**config.mk**
```make
export PLATFORM = sky130hd
export DESIGN_NAME = axil_master_traffic_gen
export DESIGN_NICKNAME = d
export VERILOG_FILES = /design/src/rtl/axil_tg_pkg.sv /design/src/rtl/axil_tg_addr_seq.sv /design/src/rtl/axil_master_traffic_gen.sv
export SDC_FILE = /design/constraint.sdc
export NUM_CORES = 1
export LEC_CHECK = 0
export CORE_ASPECT_RATIO = 2
export CORE_MARGIN = 8
export CORE_UTILIZATION = 35
export CTS_BUF_LIST = sky130_fd_sc_hd__clkbuf_16
export DETAILED_ROUTE_END_ITERATION = 16
export GPL_ROUTABILITY_DRIVEN = 0
export PLACE_DENSITY_LB_ADDON = 0.1
export SYNTH_ARGS = -nofsm -noshare
export SYNTH_HDL_FRONTEND = slang
export SYNTH_SLANG_ARGS = --single-unit
```
**constraint.sdc**
```tcl
create_clock -name ACLK -period 4.1 [get_ports ACLK]
set_input_delay 0.615 -clock ACLK [delete_from_list [all_inputs] [get_ports ACLK]]
set_output_delay 0.615 -clock ACLK [all_outputs]
set_load 0.02 [all_outputs]
```
**src/rtl/axil_tg_pkg.sv**
```systemverilog
// Shared types for the AXI4-Lite traffic generator: run modes, FSM states, response codes.
package axil_tg_pkg;

    typedef enum logic [1:0] {TG_READ, TG_WRITE, TG_WRB, TG_RSVD} mode_t;

    typedef enum logic [2:0] {IDLE, AR, R, AW_W, B, NEXT, DONE} state_t;

    localparam logic [1:0] RESP_OKAY = 2'b00;

endpackage

```
**src/rtl/axil_tg_addr_seq.sv**
```systemverilog
// Address/index sequencer: walks base..lim in ADDR_STEP increments, wrapping to base,
// and flags the last transaction of the run.
module axil_tg_addr_seq #(
    parameter int ADDR_W    = 24,
    parameter int CNT_W     = 16,
    parameter int ADDR_STEP = 1
) (
    input  logic              clk,
    input  logic              rst,
    input  logic              load,
    input  logic              step,
    input  logic [ADDR_W-1:0] base_addr,
    input  logic [ADDR_W-1:0] lim_addr,
    input  logic [CNT_W-1:0]  num_xfer,
    output logic [ADDR_W-1:0] addr,
    output logic              last
);

    logic [ADDR_W-1:0] addr_q, addr_d, base_q, base_d, lim_q, lim_d;
    logic [CNT_W-1:0]  idx_q, idx_d, num_q, num_d;
    logic [ADDR_W:0]   sum;

    always_comb begin
        // One extra bit so a step past 2^ADDR_W also lands above lim and wraps.
        sum    = {1'b0, addr_q} + (ADDR_W+1)'(ADDR_STEP);
        addr_d = addr_q;
        idx_d  = idx_q;
        base_d = base_q;
        lim_d  = lim_q;
        num_d  = num_q;
        if (load) begin
            addr_d = base_addr;
            idx_d  = '0;
            base_d = base_addr;
            lim_d  = lim_addr;
            num_d  = num_xfer;
        end else if (step) begin
            idx_d  = idx_q + CNT_W'(1);
            addr_d = (sum > {1'b0, lim_q}) ? base_q : sum[ADDR_W-1:0];
        end
    end

    always_ff @(posedge clk) begin
        if (rst) begin
            addr_q <= '0;
            idx_q  <= '0;
            base_q <= '0;
            lim_q  <= '0;
            num_q  <= '0;
        end else begin
            addr_q <= addr_d;
            idx_q  <= idx_d;
            base_q <= base_d;
            lim_q  <= lim_d;
            num_q  <= num_d;
        end
    end

    assign addr = addr_q;
    assign last = (({1'b0, idx_q} + (CNT_W+1)'(1)) == {1'b0, num_q});

endmodule

```
**src/rtl/axil_master_traffic_gen.sv**
```systemverilog
// AXI4-Lite master traffic generator/checker: read, write or write-then-readback runs
// over an address window, with pattern check, error/timeout statistics.
//   IDLE wait for start | AR/R read addr/data | AW_W/B write addr+data/resp
//   NEXT advance index/addr | DONE one-cycle done pulse
module axil_master_traffic_gen
    import axil_tg_pkg::*;
#(
    parameter int ADDR_W    = 24,
    parameter int DATA_W    = 32,
    parameter int CNT_W     = 16,
    parameter int ADDR_STEP = 1,
    parameter int TIMEOUT   = 255
) (
    input  logic                ACLK,
    input  logic                ARESET,
    input  logic                start,
    input  logic [1:0]          mode,
    input  logic [ADDR_W-1:0]   base_addr,
    input  logic [ADDR_W-1:0]   lim_addr,
    input  logic [CNT_W-1:0]    num_xfer,
    input  logic [DATA_W-1:0]   seed,
    output logic                busy,
    output logic                done,
    output logic [CNT_W-1:0]    err_cnt,
    output logic [CNT_W-1:0]    mism_cnt,
    output logic [CNT_W-1:0]    tout_cnt,
    output logic [ADDR_W-1:0]   araddr,
    output logic                arvalid,
    input  logic                arready,
    input  logic [DATA_W-1:0]   rdata,
    input  logic [1:0]          rresp,
    input  logic                rvalid,
    output logic                rready,
    output logic [ADDR_W-1:0]   awaddr,
    output logic                awvalid,
    input  logic                awready,
    output logic [DATA_W-1:0]   wdata,
    output logic [DATA_W/8-1:0] wstrb,
    output logic                wvalid,
    input  logic                wready,
    input  logic [1:0]          bresp,
    input  logic                bvalid,
    output logic                bready
);

    localparam int TMR_W = (TIMEOUT > 1) ? $clog2(TIMEOUT) : 1;
    localparam logic [TMR_W-1:0] TMR_LOAD = TMR_W'(TIMEOUT - 1);

    state_t              state_q, state_d;
    mode_t               mode_q, mode_d, start_mode;
    logic [DATA_W-1:0]   seed_q, seed_d, pattern;
    logic [TMR_W-1:0]    tmr_q, tmr_d;
    logic [CNT_W-1:0]    err_q, err_d, mism_q, mism_d, tout_q, tout_d;
    logic                arvalid_q, arvalid_d, rready_q, rready_d, awvalid_q, awvalid_d;
    logic                wvalid_q, wvalid_d, bready_q, bready_d, busy_q, busy_d, done_q, done_d;
    logic                seq_load, seq_step, seq_last, run_wr, start_wr, expired;
    logic [ADDR_W-1:0]   seq_addr;

    function automatic logic [CNT_W-1:0] sat_inc(input logic [CNT_W-1:0] v);
        return (&v) ? v : v + CNT_W'(1);
    endfunction

    axil_tg_addr_seq #(.ADDR_W(ADDR_W), .CNT_W(CNT_W), .ADDR_STEP(ADDR_STEP)) u_seq (
        .clk(ACLK), .rst(ARESET), .load(seq_load), .step(seq_step),
        .base_addr(base_addr), .lim_addr(lim_addr), .num_xfer(num_xfer),
        .addr(seq_addr), .last(seq_last)
    );

    assign start_mode = mode_t'(mode);
    assign start_wr   = (start_mode == TG_WRITE) || (start_mode == TG_WRB);
    assign run_wr     = (mode_q == TG_WRITE) || (mode_q == TG_WRB);
    assign pattern    = seed_q ^ DATA_W'(seq_addr);
    assign expired    = (tmr_q == '0);

    always_comb begin
        state_d   = state_q;
        mode_d    = mode_q;
        seed_d    = seed_q;
        arvalid_d = arvalid_q;
        rready_d  = rready_q;
        awvalid_d = awvalid_q;
        wvalid_d  = wvalid_q;
        bready_d  = bready_q;
        busy_d    = busy_q;
        done_d    = 1'b0;
        err_d     = err_q;
        mism_d    = mism_q;
        tout_d    = tout_q;
        seq_load  = 1'b0;
        seq_step  = 1'b0;
        case (state_q)
            IDLE: if (start) begin
                mode_d   = start_mode;
                seed_d   = seed;
                seq_load = 1'b1;
                busy_d   = 1'b1;
                err_d    = '0;
                mism_d   = '0;
                tout_d   = '0;
                if (num_xfer == '0) begin
                    state_d = DONE;
                    done_d  = 1'b1;
                    busy_d  = 1'b0;
                end else if (start_wr) begin
                    state_d   = AW_W;
                    awvalid_d = 1'b1;
                    wvalid_d  = 1'b1;
                end else begin
                    state_d   = AR;
                    arvalid_d = 1'b1;
                end
            end
            AR: if (arready) begin
                arvalid_d = 1'b0;
                rready_d  = 1'b1;
                state_d   = R;
            end else if (expired) begin
                state_d = NEXT;
            end
            R: if (rvalid) begin
                rready_d = 1'b0;
                if (rresp != RESP_OKAY) err_d = sat_inc(err_q);
                if (mode_q == TG_WRB && rdata != pattern) mism_d = sat_inc(mism_q);
                state_d = NEXT;
            end else if (expired) begin
                state_d = NEXT;
            end
            AW_W: begin
                if (awready) awvalid_d = 1'b0;
                if (wready) wvalid_d = 1'b0;
                if (!awvalid_d && !wvalid_d) begin
                    bready_d = 1'b1;
                    state_d  = B;
                end else if (expired) begin
                    state_d = NEXT;
                end
            end
            B: if (bvalid) begin
                bready_d = 1'b0;
                if (bresp != RESP_OKAY) err_d = sat_inc(err_q);
                if (mode_q == TG_WRB) begin
                    state_d   = AR;
                    arvalid_d = 1'b1;
                end else begin
                    state_d = NEXT;
                end
            end else if (expired) begin
                state_d = NEXT;
            end
            NEXT: if (seq_last) begin
                state_d = DONE;
                done_d  = 1'b1;
                busy_d  = 1'b0;
            end else begin
                seq_step = 1'b1;
                if (run_wr) begin
                    state_d   = AW_W;
                    awvalid_d = 1'b1;
                    wvalid_d  = 1'b1;
                end else begin
                    state_d   = AR;
                    arvalid_d = 1'b1;
                end
            end
            DONE:    state_d = IDLE;
            default: state_d = IDLE;
        endcase

        // A phase that leaves for NEXT from a wait state without completing is a timeout.
        if (state_d == NEXT && state_q != NEXT && state_q != R && !(state_q == B && bvalid)) begin
            arvalid_d = 1'b0;
            rready_d  = 1'b0;
            awvalid_d = 1'b0;
            wvalid_d  = 1'b0;
            bready_d  = 1'b0;
            tout_d    = sat_inc(tout_q);
        end else if (state_q == R && !rvalid && state_d == NEXT) begin
            rready_d = 1'b0;
            tout_d   = sat_inc(tout_q);
        end

        if (state_d != state_q)  tmr_d = TMR_LOAD;
        else if (tmr_q != '0)    tmr_d = tmr_q - TMR_W'(1);
        else                     tmr_d = tmr_q;
    end

    always_ff @(posedge ACLK) begin
        if (ARESET) begin
            state_q   <= IDLE;
            mode_q    <= TG_READ;
            seed_q    <= '0;
            tmr_q     <= '0;
            err_q     <= '0;
            mism_q    <= '0;
            tout_q    <= '0;
            arvalid_q <= 1'b0;
            rready_q  <= 1'b0;
            awvalid_q <= 1'b0;
            wvalid_q  <= 1'b0;
            bready_q  <= 1'b0;
            busy_q    <= 1'b0;
            done_q    <= 1'b0;
        end else begin
            state_q   <= state_d;
            mode_q    <= mode_d;
            seed_q    <= seed_d;
            tmr_q     <= tmr_d;
            err_q     <= err_d;
            mism_q    <= mism_d;
            tout_q    <= tout_d;
            arvalid_q <= arvalid_d;
            rready_q  <= rready_d;
            awvalid_q <= awvalid_d;
            wvalid_q  <= wvalid_d;
            bready_q  <= bready_d;
            busy_q    <= busy_d;
            done_q    <= done_d;
        end
    end

    assign busy     = busy_q;
    assign done     = done_q;
    assign err_cnt  = err_q;
    assign mism_cnt = mism_q;
    assign tout_cnt = tout_q;
    assign araddr   = seq_addr;
    assign arvalid  = arvalid_q;
    assign rready   = rready_q;
    assign awaddr   = seq_addr;
    assign awvalid  = awvalid_q;
    assign wdata    = pattern;
    assign wstrb    = {(DATA_W/8){1'b1}};
    assign wvalid   = wvalid_q;
    assign bready   = bready_q;

endmodule

```
Yosys cells after proc, flatten, opt, wreduce, memory -nomap -nowiden
Index checks and enable logic that the tools add are counted.

word-level totals
  register bits after elaboration = 204
  input port bits = 142
  word-level logic and storage cells = 178

operators by class
  add/subtract/negate cells = 7
  order comparisons = 1
  equal/unequal tests = 32
  muxes and demuxes = 70
  bitwise logic cells = 1
  reductions and logical operators = 47

operators with widths
  cell                                                             count
  16-bit two-way mux                                               13
  24-bit two-way mux                                               3
  16-bit by 1-bit adder with 16-bit output, second input constant  4
  16-bit case mux with 3 select lines                              1
  16-bit AND reduction                                             3
  2-bit inequality test, second input constant                     17
  32-bit inequality test                                           1
  16-bit case mux with 2 select lines                              1
  32-bit by 24-bit XOR with 32-bit output                          1
  1-bit two-way mux                                                31
  3-bit two-way mux                                                9
  24-bit by 1-bit adder with 25-bit output, second input constant  1
  25-bit by 24-bit greater-than comparator with 1-bit output       1
  3-bit case mux with 6 select lines                               1
  16-bit by 1-bit adder with 17-bit output, second input constant  1
  17-bit by 16-bit == test with 1-bit output                       1
  16-bit zero test                                                 1
  8-bit two-way mux                                                2
  2-bit nonzero test                                               8
  6-bit AND reduction                                              2
  3-bit nonzero test                                               4
  3-bit == test, second input constant                             3
  3-bit AND reduction                                              3
  9-bit AND reduction                                              1
  other kinds (23)                                                 45

Longest topological paths before layout
Gate-level depths: netlist of the first run.

  depth in word-level cells = 12
  depth in mapped cells = 19
  depth with buffers taken out = 16

Hierarchy
From an unflattened synthesis of the first run, not the netlist that was laid out.

second synthesis, totals
  cell total of the unflattened synthesis = 1406
  area total of the unflattened synthesis = 11781.3 um2

by module, submodules not included
  module                   instances  cells each  area each (um2)  seq. area each (um2)
  axil_master_traffic_gen  1          709         5963.2           2001.9
  axil_tg_addr_seq         1          697         5818.1           2082.0

Worst setup path after synthesis of the first run
Ideal clock, no wire load.

  path kind = register to register
  from = register u_seq.addr_q[1] (netlist: u_seq.addr[1])
  to = register u_seq.addr_q[12] (netlist: u_seq.addr[12])
  setup time = 0.133 ns
  data arrival time = 3.841 ns
  slack = 0.126 ns
  stages on the path, launching flop included = 18
  period minus slack after synthesis = 3.974 ns
  path through = dfxtp_1 ha_1 nand2_1 nor2_1 nand2_1 nor3_2 nand3_1 xnor2_1 ha_1 nand4_1 nor4_1 a21oi_1 o21ai_0 and2_1 clkbuf_1 buf_2 mux2i_1 a21oi_1

on the way
  longest elaborated chain between the ends = 5

RTL lines
  what                                                        line                    text
  from (decl)                                                 axil_tg_addr_seq.sv:19  logic [ADDR_W-1:0] addr_q, addr_d, base_q, base_d, lim_q, lim_d;
  from (signal assigned)                                      axil_tg_addr_seq.sv:51  addr_q <= addr_d;
  24-bit by 1-bit adder with 25-bit output *                  axil_tg_addr_seq.sv:25  sum = {1'b0, addr_q} + (ADDR_W+1)'(ADDR_STEP);
  25-bit by 24-bit greater-than comparator with 1-bit output  axil_tg_addr_seq.sv:39  addr_d = (sum > {1'b0, lim_q}) ? base_q : sum[ADDR_W-1:0];
  24-bit two-way mux *                                        axil_tg_addr_seq.sv:39
  24-bit two-way mux *                                        axil_tg_addr_seq.sv:37  end else if (step) begin
  24-bit two-way mux *                                        axil_tg_addr_seq.sv:31  if (load) begin

Every way passes the cells marked *; elsewhere a longest branch is shown, timed or not. The select of a mux whose other input is x is not followed.
A chain may end at the register's enable or synchronous reset.

Worst setup path after layout of the first run
  from = register u_seq.addr_q[11] (netlist: u_seq.addr[11])
  to = register u_seq.addr_q[9] (netlist: u_seq.addr[9])

on the way
  longest elaborated chain between the ends = 5

RTL lines
  what                                                        line
  24-bit by 1-bit adder with 25-bit output                    axil_tg_addr_seq.sv:25
  25-bit by 24-bit greater-than comparator with 1-bit output  axil_tg_addr_seq.sv:39
  24-bit two-way mux                                          axil_tg_addr_seq.sv:39
  24-bit two-way mux                                          axil_tg_addr_seq.sv:37
  24-bit two-way mux                                          axil_tg_addr_seq.sv:31

No other way between the ends. The select of a mux whose other input is x is not followed.

==> metrics, run 1 <==
status=finished clean; ys async rst share=0; Buffers on Ports=276; VDD IR-drop max=0.000279 V; Clock Latency Late Sink=0.52 ns; Rows=95; CP top delay family=simple AND/OR/NAND/NOR gates; Slew @ Worst Pin=0.952 ns; first-pass GRT wire length=59100 um; WP data required=4.51 ns; Min Hold Slack=0.455 ns; Die Area=0.0400 sq mm; initial core utilization=0.353; final WL=around 37000 um; Placed Area=0.0148 sq mm; Slew headroom=0.365; routed len/inst=about 17 um; Pwr Density=424 mW/mm^2; synthesized area=0.0117 sq mm; width of the die=145 um; clk root buf=clkbuf_16; Reg2Reg Setup Slack=0.36 ns; clock slew at reported path FFs=0.06 ns; CP arrival=4.14 ns; Final min period=3.74 ns; num ports=281; Setup TNS Final=0 ns; Yosys cell types=72; post-place setup slack=between 0.2 and 0.25 ns; Lkg Pwr=0.00588 uW; Post-Syn Area per Cell=7.95 sq um; CTS tree=built; Setup crit start kind=flip-flop; initial antenna violation count=1; Remaining DRCs=0; Most Frequent Cell on Critical Path=nand4_1; synthesis-stage register bit count=204; CTS HTree Levels=1; CTS Buf Count=21; final hold vios=0; CP bufs+invs=1; EDFF count, synth=0; global-route usage over all layers=0.180; most frequent cells in the layout=clkdlybuf4s50_1 (275), nand2_1 (244), dfxtp_1 (204), a21oi_1 (170), nor2_1 (122); worst-path fanout max=13; synthesis-to-finish area growth=31.5%; CP Capture Type=flip-flop; setup repair after global routing missed its margin=false; Synth Flop Type=dfxtp_1; Die Height=275 um; synth warn=0; Slew Viols, Final=0; HP Class=reg -> reg; CP Cell Sequence=nand4_1 -> or3_1 -> nor2_1 -> nand4_1 -> nor2_1 -> xor2_1 -> ha_1 -> nand4_1 -> nor4_2 -> nand2_1 -> o32ai_1 -> o21ai_1 -> and2_1 -> buf_12 -> mux2i_1 -> a2111oi_2; design area=0.0154 sq mm; Core ar.=0.0333 sq mm; kind of critical path=reg -> reg; # Post-CTS Setup Buffers=0; fin crit share=0.912; largest net degree at the start of global routing=approximately 150; CTS Buffer Depth=3; slowest cell delay on critical path=0.46 ns; initial DRC count=568; drt pass-1 iters=5; HPWL after detailed placement=28000 um; post-synthesis instance total=1475; Layout Nets=1858; Slowest-stage cell, CP=or3_1; Final Worst Setup Slack=roughly 0.36 ns; DRT antenna net count=0; clk_skew=0.0130 ns; clock sinks=a little over 200; grt ovf=0; max_cap viols=0; layout cells sized above 1=0.0565; proportion of synthesized chip area in sequential cells=0.348; DR vias/cell=between 5 and 6; commonest non-fill, non-tap cell in the layout=clkdlybuf4s50_1; max frequency=around 270 MHz; vias=11100; vias in the first global route=between 10000 and 15000; # setup viols final=0
-- stage by stage --
step,instances,util,total power [uW]
floorplan,1478,-,3820
global placement,2098,0.443,4680
detailed placement,2098,0.443,4710
CTS,2135,0.463,6640
global route,2135,0.464,6910
finish,2136,0.464,6540
-- layer usage --
metal	track usage	wire length (um)	vias up
li1	-	-	5499
met1	0.230	16900	5272
met2	0.309	17900	286
met3	0.0313	1780	36
met4	0.0449	652	0
met5	0	0	-
-- flip-flops by register name, summed over array words and instances, names as in the netlist, 2 cells and up --
register / count
err_cnt: 16
seed_q: 32
state_q: 3
u_seq.addr: 24
tmr_q: 8
u_seq.base_q: 24
tout_cnt: 16
mode_q: 2
u_seq.num_q: 16
u_seq.idx_q: 16
mism_cnt: 16
u_seq.lim_q: 24
-- kinds of logic after synthesis --
| group | Yosys count | synth area share |
|---|---|---|
| and+or+nand+nor | 585 | 0.235 |
| adders and majority gates | 31 | 0.0331 |
| buffers and inverters | 186 | 0.0744 |
| muxes | 27 | 0.0231 |
| xor gates and xnor gates | 134 | 0.126 |
| DFF | 204 | 0.348 |
| AOI/OAI and AO/OA | 307 | 0.161 |
| other | 1 | 0.000320 |
-- layout make-up --
| class | instances | area (sq um) |
|---|---|---|
| diodes | 1 | 2.50 |
| clock buffers | 21 | 526 |
| clock inverters | 16 | 129 |
| fillers | 3328 | 17800 |
| inverters | 49 | 184 |
| multi-input cells | 1088 | 6840 |
| flip-flops and latches | 204 | 4080 |
| well taps | 436 | 546 |
| repair buffers | 321 | 3120 |
-- synth_stat cells, drive strengths merged, types with 31 or more instances --
| cell | instances | share of area |
|---|---|---|
| dfxtp | 204 | 0.35 |
| o21ai | 34 | 0.015 |
| nor2 | 122 | 0.039 |
| buf | 68 | 0.037 |
| nand4 | 36 | 0.019 |
| ha | 31 | 0.033 |
| a21oi | 171 | 0.073 |
| xnor2 | 50 | 0.037 |
| nand2 | 246 | 0.079 |
| inv | 48 | 0.015 |
| nand3 | 47 | 0.021 |
| xor2 | 62 | 0.046 |
| clkbuf | 69 | 0.022 |
-- worst register-to-register path: stages, from the launching register on --
cell and delay, ns:
dfxtp_1 0.33, nand4_1 0.15, or3_1 0.46, nor2_1 0.17
nand4_1 0.17, nor2_1 0.18, xor2_1 0.11, ha_1 0.32
nand4_1 0.15, nor4_2 0.34, nand2_1 0.09, o32ai_1 0.16
o21ai_1 0.14, and2_1 0.21, buf_12 0.16, mux2i_1 0.13
a2111oi_2 0.35
-- power by group --
| part | switching [uW] | internal (uW) |
|---|---|---|
| sequential | 162 | 2160 |
| combinational | 1260 | 1080 |
| clock | 824 | 1060 |
| total | 2240 | 4300 |
-- repair_timing --
item                                    in CTS  in global routing
hold buffers                                 0                  0
gates resized for setup                      0                  4
endpoints found under the setup margin       0                  2
-- worst paths after layout --
path | from | end | depth (start not counted)
worst max register to register | u_seq.addr[11] | u_seq.addr[9] | 16
worst min-delay path | u_seq.lim_q[23] | u_seq.lim_q[23] | 2
worst max-delay path | u_seq.addr[11] | u_seq.addr[9] | 16
worst min register to register | u_seq.lim_q[23] | u_seq.lim_q[23] | 2
Note: power is estimated with default switching activity, not from simulation.
==> run 2, diff against run 1 <==
--- a/config.mk
+++ b/config.mk
@@ -7,7 +7,7 @@
 export LEC_CHECK = 0
 export CORE_ASPECT_RATIO = 2
 export CORE_MARGIN = 8
-export CORE_UTILIZATION = 35
+export CORE_UTILIZATION = 51
 export CTS_BUF_LIST = sky130_fd_sc_hd__clkbuf_16
 export DETAILED_ROUTE_END_ITERATION = 16
 export GPL_ROUTABILITY_DRIVEN = 0
==> run 2 against run 1 <==
Net effect: non-clock buffer count grew 3; first-iteration DRC count increased by 33%; maximum frequency fell by 0.77%; flip-flop and latch count unchanged; setup slack got worse by 0.029 ns; highest routed layer unchanged; critical path depth unchanged; clock-buffer cell count unchanged.
==> metrics, run 2 (same netlist as run 1, synthesis figures left out) <==
Remaining DRCs=0 (unchanged); initial antenna violation count=1 (unchanged); design area=0.0152 sq mm (-1.3%); # Post-CTS Setup Buffers=0 (unchanged); worst-path fanout max=8 (-5); HP Class=reg -> reg; Rows=78 (-18%); CP arrival=4.17 ns (+0.03 ns); DRT antenna net count=0 (unchanged); setup repair after global routing missed its margin=false; clock slew at reported path FFs=0.06 ns (about the same); CTS HTree Levels=1 (unchanged); global-route usage over all layers=0.267 (+0.0869); initial core utilization=0.518 (+0.166); Slew headroom=0.503 (+0.138); final hold vios=0 (unchanged); commonest non-fill, non-tap cell in the layout=clkdlybuf4s50_1; initial DRC count=758 (+33%); CTS tree=built; CTS Buffer Depth=3 (unchanged); largest net degree at the start of global routing=127 (-16%); max frequency=265 MHz (-0.77%); vias in the first global route=11300 (+4.8%); synthesis-to-finish area growth=29.8%; kind of critical path=reg -> reg; Setup TNS Final=0 ns (unchanged); num ports=281 (unchanged); Layout Nets=1860 (+0.11%); clk_skew=0.0121 ns (-0.000929 ns); cts hold-fix bufs=0 (unchanged); routed len/inst=19.8 um (+13%); Die Height=231 um (-16%); width of the die=123 um (-15%); drt pass-1 iters=5 (unchanged); DR vias/cell=5.71 (+10%); max reg flops=32 (unchanged); layout cells sized above 1=0.0559 (-0.000621); clock sinks=204 (unchanged); max_cap viols=0 (unchanged); fin crit share=0.919 (+0.00711); Buffers on Ports=276 (unchanged); vias=11300 (+2.0%); Placed Area=0.0146 sq mm (-1.2%); Core ar.=0.0226 sq mm (-32%); Reg2Reg Setup Slack=0.33 ns (-0.03 ns); VDD IR-drop max=0.000433 V (+55%); # setup viols final=0 (unchanged); final WL=39100 um (+5.2%); grt ovf=0 (unchanged); Die Area=0.0284 sq mm (-29%); Final min period=3.77 ns (+0.0292 ns); HPWL after detailed placement=29900 um (+6.8%); Clock Latency Late Sink=0.50 ns (-0.02 ns); status=finished clean; CTS Buf Count=20 (-4.8%); most frequent cells in the layout=clkdlybuf4s50_1 (275), nand2_1 (244), dfxtp_1 (204), a21oi_1 (170), nor2_1 (121); first-pass GRT wire length=60000 um (+1.4%); Largest Register=seed_q; Pwr Density=427 mW/mm^2 (+0.77%); Setup crit start kind=flip-flop; CP Capture Type=flip-flop; Slew Viols, Final=0 (unchanged); WP data required=4.50 ns (about the same); post-cts sizing count=0 (unchanged); Slew @ Worst Pin=0.745 ns (-0.208 ns); Lkg Pwr=0.00588 uW (about the same); clk root buf=clkbuf_16
## run 2: path summary, 6_finish.rpt
| check | cells past startpoint | startpoint | to |
|---|---|---|---|
| setup / recovery | 16 | u_seq.addr[12] | u_seq.addr[2] |
| hold / removal | 2 | u_seq.base_q[23] | u_seq.base_q[23] |
| setup reg to reg | 16 | u_seq.addr[12] | u_seq.addr[2] |
| hold reg to reg | 2 | u_seq.base_q[23] | u_seq.base_q[23] |
## run 2: power by group
group	switching, uW	leakage (uW)	internal (uW)	total [uW]
clock network	785	0.000320	1050	1830
logic	1280	0.00389	1070	2350
registers	161	0.00167	2160	2320
total	2220	0.00588	4280	6500
## run 2: layer usage
layer | vias up | global-route usage | part of all wire
li1 | 5485 | - | -
met1 | 5357 | 0.247 | 0.33
met2 | 360 | 0.513 | 0.55
met3 | 112 | 0.0403 | 0.051
met4 | 0 | 0.176 | 0.066
met5 | - | 0 | 0
## run 2: area by class of cell
class	instances	area [sq um]
Multi-Input combinational cell	1088	6830
Inverter	49	184
Antenna cell	1	2.50
Timing Repair Buffer	324	3150
Tap cell	280	350
Clock buffer	21	526
Fill cell	1920	7410
Clock inverter	14	111
Sequential cell	204	4080
## run 2: through the flow
stage                     instances  total power, uW  setup WS [ns]   util  hold WS (ns)
after floorplan                1478             3820          0.126      -         0.433
after global placement         1945             4680          0.490  0.644         0.436
after detailed placement       1945             4710          0.380  0.644         0.447
after CTS                      1980             6550          0.340  0.672         0.456
after global routing           1981             6820         0.0359  0.673         0.470
final                          1981             6500          0.334  0.673         0.455
## run 2: worst max-delay path, stage by stage, from the launching register on
cell and delay, ns:
dfxtp_1 0.34, nand4_1 0.16, or3_1 0.45, nor2_1 0.16, nand4_1 0.19, nor2_2 0.19, xor2_2 0.11, ha_1 0.32
nand4_1 0.13, nor4_1 0.38, nand2_1 0.09, o32ai_1 0.15, o21ai_0 0.18, and2_1 0.26, buf_4 0.21, mux2i_1 0.12
a221oi_1 0.24
